File: src/rtl/req_encoder_rr.sv
// req_encoder_rr: sticky request collector granting one binary index per valid/ready handshake, fixed (RR=0) or round-robin (RR=1) priority; ports clk, rst_n, req_i, out_ready -> out_valid, out_idx, out_multi, pending_o, drop_o
module req_encoder_rr #(
  parameter int N = 8,
  parameter bit RR = 1'b1
) (
  input  logic                 clk,
  input  logic                 rst_n,
  input  logic [N-1:0]         req_i,
  input  logic                 out_ready,
  output logic                 out_valid,
  output logic [$clog2(N)-1:0] out_idx,
  output logic                 out_multi,
  output logic [N-1:0]         pending_o,
  output logic                 drop_o
);
  localparam int W = $clog2(N);
  localparam logic [N-1:0] lsb = {{(N-1){1'b0}}, 1'b1};
  typedef enum logic {IDLE, HOLD} state_t;
  state_t state_q, state_d;
  logic [N-1:0] pending_q, pending_d, clr, cand;
  logic [W-1:0] idx_q, idx_d, ptr_q, ptr_d, start;
  logic valid_q, valid_d, multi_q, multi_d, drop_q, drop_d, hs;
  function automatic logic [W-1:0] pick(input logic [N-1:0] c, input logic [W-1:0] s);
    logic [W-1:0] r;
    logic f;
    logic [W:0] j;
    r = '0;
    f = 1'b0;
    for (int i = 0; i < N; i++) begin
      j = {1'b0, s} + (W+1)'(i);
      if (j >= (W+1)'(N)) j = j - (W+1)'(N);
      if (!f && c[j[W-1:0]]) begin
        r = j[W-1:0];
        f = 1'b1;
      end
    end
    return r;
  endfunction
  always_comb begin
    hs = valid_q && out_ready;
    clr = hs ? lsb << idx_q : '0;
    pending_d = (pending_q & ~clr) | req_i;
    drop_d = |(req_i & pending_q & ~clr);
    ptr_d = hs ? idx_q : ptr_q;
    start = RR ? ((ptr_d == W'(N-1)) ? '0 : ptr_d + W'(1)) : '0;
    cand = pending_q & ~clr;
    state_d = state_q;
    valid_d = valid_q;
    idx_d = idx_q;
    multi_d = multi_q;
    if (state_q == IDLE || hs) begin
      state_d = |cand ? HOLD : IDLE;
      valid_d = |cand;
      idx_d = |cand ? pick(cand, start) : idx_q;
      multi_d = |cand ? |(cand & (cand - lsb)) : multi_q;
    end
  end
  always_ff @(posedge clk or negedge rst_n) begin
    if (!rst_n) begin
      state_q <= IDLE;
      pending_q <= '0;
      idx_q <= '0;
      ptr_q <= W'(N-1);
      valid_q <= 1'b0;
      multi_q <= 1'b0;
      drop_q <= 1'b0;
    end else begin
      state_q <= state_d;
      pending_q <= pending_d;
      idx_q <= idx_d;
      ptr_q <= ptr_d;
      valid_q <= valid_d;
      multi_q <= multi_d;
      drop_q <= drop_d;
    end
  end
  assign out_valid = valid_q;
  assign out_idx = idx_q;
  assign out_multi = multi_q;
  assign pending_o = pending_q;
  assign drop_o = drop_q;
endmodule

File: config.mk
export PLATFORM = sky130hd
export DESIGN_NAME = req_encoder_rr
export DESIGN_NICKNAME = d
export VERILOG_FILES = /design/src/rtl/req_encoder_rr.sv
export SDC_FILE = /design/constraint.sdc
export NUM_CORES = 1
export LEC_CHECK = 0
export CORE_MARGIN = 2
export CORE_UTILIZATION = 30
export DETAILED_ROUTE_END_ITERATION = 7
export HOLD_SLACK_MARGIN = 0.02
export PLACE_DENSITY_LB_ADDON = 0.1
export SETUP_SLACK_MARGIN = 0.05
export SLEW_MARGIN = 0
export SYNTH_ARGS = -nofsm -noshare
export SYNTH_HDL_FRONTEND = slang
export SYNTH_SLANG_ARGS = --single-unit
File: constraint.sdc
create_clock -name clk -period 4 [get_ports clk]
set_clock_uncertainty 0.1 [all_clocks]
set_input_delay 0.8 -clock clk [delete_from_list [all_inputs] [get_ports clk]]
set_output_delay 0.8 -clock clk [all_outputs]
set_load 0.01 [all_outputs]
==> results <==
- The initial antenna violation count is 0.
- The synthesized design contains 0 enable-type register cells.
- The total clock buffers created by CTS is 3.
- The count of endpoints failing setup in the final report is 0.
- The number of buffers inserted by port buffering is 24.
- The warning count from the yosys run is 0.
- The max-slew violation count is 0.
- In this run the critical register-to-register path is launched from state_q.
- In this run the worst path has a maximum fanout of 8.
- At the end of the flow the core is filled with cells to 41.96%.
- The core region is 5851 um^2.
- The routability congestion estimate from global placement is 0.8362.
- Synthesis produced a netlist with a net count of around 220.
- The repair_antennas step left the layout with diodes totalling 0.
- The effective utilization at floorplan is just over 30%.
- The distinct cell type count of the synthesized netlist is 74.
- Global routing used around a fifth of the available tracks across all layers.
- The static leakage is 0.9765 nW.
- The CTS tree is yes.
- At the later pin of the worst-skew pair, clock insertion delay measures 0.26 ns.
- The first global-routing pass estimated 9.501 mm of wire.
- The number of buffers inserted to repair setup after CTS is 0.
- The largest vdd supply drop is 0.2314 mV.
- The async set-or-reset flop fraction in the synthesized netlist is 100.0%.
- The detailed router finished its first iteration with 60 violations.
- The power density normalized to cell area is 772.1 nW/um^2.
- The worst setup path is of the input port to flop kind.
- The number of cells on the worst hold path is 1.
- At the pin with the least slew margin, the transition time is 0.8025 ns.
- The post-synthesis cell area is 1803 um^2.
- The length in cells of the worst reg-to-reg path is 13.
- The average size of a mapped cell is around 8.9 um^2.
- Tracing the worst setup path back leads to its startpoint at out_ready.
- In the final layout, the share of cells above drive strength 1 is between 20% and 30%.
- Dividing the detail-routed wire length by the instance count gives 16.86 um.
- In the layout the commonest cells are 40 x buf_4, 24 x clkdlybuf4s50_1, 21 x nand2_1, 14 x dfrtp_1, 12 x inv_1.
- The area growth from synthesis to layout is 36.16%.
- The synthesized flop and latch total is 17.
- Following the worst setup path forward leads to its endpoint at out_idx[2].
- The floorplan has 28 rows.
- The number of hold violations in the final report is 0.
- The horizontal die dimension is 81.53 um.
- The maximum buffer depth of the clock tree is 2.
- The final critical-path share of the clock period is 93.40%.
- Data on the critical path is required at its endpoint by 4.07 ns.
- Entering global routing, the biggest net connects 18 pins.
- The endpoint identified for the worst register-to-register timing path is out_idx[2].
- Setup repair after global routing left no endpoint under its margin.
- The kind of start point of the critical path is an input port.
- After legalization and detailed placement, the total HPWL measured 4.617 mm.
- The total placed instance area is between 2000 and 2500 um^2.
- The max-cap violation count is 0.
- The first detailed-routing pass took 4 iterations.
- The H-tree depth is 1.
- Static timing analysis puts the maximum clock frequency at 267.7 MHz.
- The flow ran to the end, and the final reports show no timing, DRC or antenna violations.
- Clock-pin slew was measured on the worst setup and hold paths at 0.07 ns.
- After detailed routing, the number of vias per cell comes to 5.400.
- The die is 81.53 um tall.
- The setup slack of the most critical reg-to-reg path is 0.71 ns.
- Measured against its own limit, the worst slew margin works out to 46.33%.
- The commonest register cell after synthesis is dfrtp_1.
- The post-route cell area is about 2500 um^2.
- In the final design database the tool counted 279 nets.
- The share of synthesized area occupied by flip-flops and latches is approximately a quarter.
- The accumulated negative setup slack is 0 ns.
- The library cell used most frequently in the layout, excluding fill and tap cells, is buf_4.
- Synthesis produced 202 cells.
- The number of global-route vias before repair is between 1.5k and 2k.
- CTS placed an instance of clkbuf_8 at the clock tree root.
- The critical path arrival is 3.81 ns.
- Subtracting the final worst setup slack from the clock period gives about 3.7 ns.
- STA classifies the critical path endpoint as a flop.
- The detailed router placed 1,836 vias in this run.
- Once detail routing completed, the nets flagged for antenna violations numbered 0.
- The number of DRC violations after detailed routing is 0.
- The global-route congestion overflow total is 0.
- The post-detailed-routing wire length is between 5 and 6 mm.
- The number of primary I/O pins is 25.
- The tree built by TritonCTS fans out to 17 sinks.
- The class of the most critical hold timing path is flop to flop.
- The die area is ~6600 um^2.
==> worst max-delay path: stages <==
cell and delay (ns):
clkdlybuf4s50_1 0.39, buf_4 0.17, nand2_8 0.07, mux2i_4 0.24
inv_2 0.05, ha_1 0.22, buf_4 0.17, xnor2_2 0.25
buf_4 0.22, mux4_2 0.51, nor2_1 0.16, nand2_1 0.07
a21oi_1 0.24, a211oi_2 0.06, o221ai_1 0.19
==> synthesized netlist by cell type, types with 3 or more instances <==
library cell | count | area (um^2)
o22ai_1 | 4 | 25.02
dfstp_2 | 3 | 78.83
a21boi_0 | 3 | 22.52
dfrtp_1 | 14 | 350.3
o211ai_1 | 3 | 22.52
nand2b_1 | 8 | 50.05
mux2i_1 | 9 | 90.09
nor2_1 | 8 | 30.03
inv_1 | 12 | 45.04
a21oi_1 | 6 | 30.03
and3_1 | 4 | 25.02
o21ai_0 | 11 | 55.05
nor3_1 | 8 | 40.04
a31oi_1 | 3 | 18.77
nand3_1 | 8 | 40.04
nand2_1 | 21 | 78.83
==> area by class of cell <==
type                       count  area (um^2)
fill                         582         3396
tap                           75        93.84
multi-input combinational    165         1287
inverter                      15        58.81
timing repair buffer          64        540.5
clock buffer                   4        45.04
sequential                    17        429.2
==> layer usage <==
metal,GRT usage [%],wire length [um],vias up
met5,0,0,-
met2,32.87,2769,53
met4,6.949,118,0
li1,-,-,903
met3,1.868,201,13
met1,24.36,2644,867
==> kinds of logic (layout without fill, tap and decap cells) <==
| kind of cell | after synthesis | in the layout | share of synthesized area, % |
|---|---|---|---|
| AO/OA/AOI/OAI | 59 | 59 | 26.30 |
| flip-flops | 17 | 17 | 23.80 |
| buffers and inverters | 20 | 83 | 5.205 |
| XOR/XNOR | 4 | 4 | 3.123 |
| multiplexers | 17 | 17 | 13.05 |
| adder cells (fa/ha/maj) | 3 | 3 | 1.943 |
| AND/OR/NAND/NOR | 82 | 82 | 26.58 |
==> state kept, by name, indices dropped and copies added (netlist names) <==
signal and flops:
state_q 1, ptr_q 3, drop_o 1, pending_o 8
out_multi 1, out_idx 3
==> per-stage QoR <==
stage                     worst slack [ns]  hold WS (ns)  cells  total power [mW]
after floorplan                     0.3715        0.4044    202             1.142
after global placement           -0.007675        0.4009    336             1.775
after detailed placement          -0.08392        0.3992    336             1.752
after CTS                           0.1786        0.4206    340             1.892
after global routing               0.07333        0.4380    340             2.036
final                               0.2640        0.4153    340             1.895
==> repair_timing <==
action / CTS / global route
setup endpoints to repair: 0 / 3
gates resized for setup: 0 / 1
hold buffers: 0 / 0
==> worst min-delay path by stage <==
| stage | slack (ns) | startpoint | end |
|---|---|---|---|
| after floorplan | 0.40 | rst_n | drop_o |
| after global placement | 0.40 | out_multi | out_multi |
| after detailed placement | 0.40 | out_multi | out_multi |
| after CTS | 0.42 | out_multi | out_multi |
| after global routing | 0.44 | out_multi | out_multi |
| final | 0.42 | out_multi | out_multi |
==> where the power goes <==
group / internal, mW / leakage (nW) / total (mW) / switching, mW
logic: 0.721 / 0.787 / 1.46 / 0.735
registers: 0.225 / 0.166 / 0.308 / 0.0830
clock network: 0.0708 / 0.0228 / 0.131 / 0.0599
No activity file was read; power rests on OpenSTA's default activity.
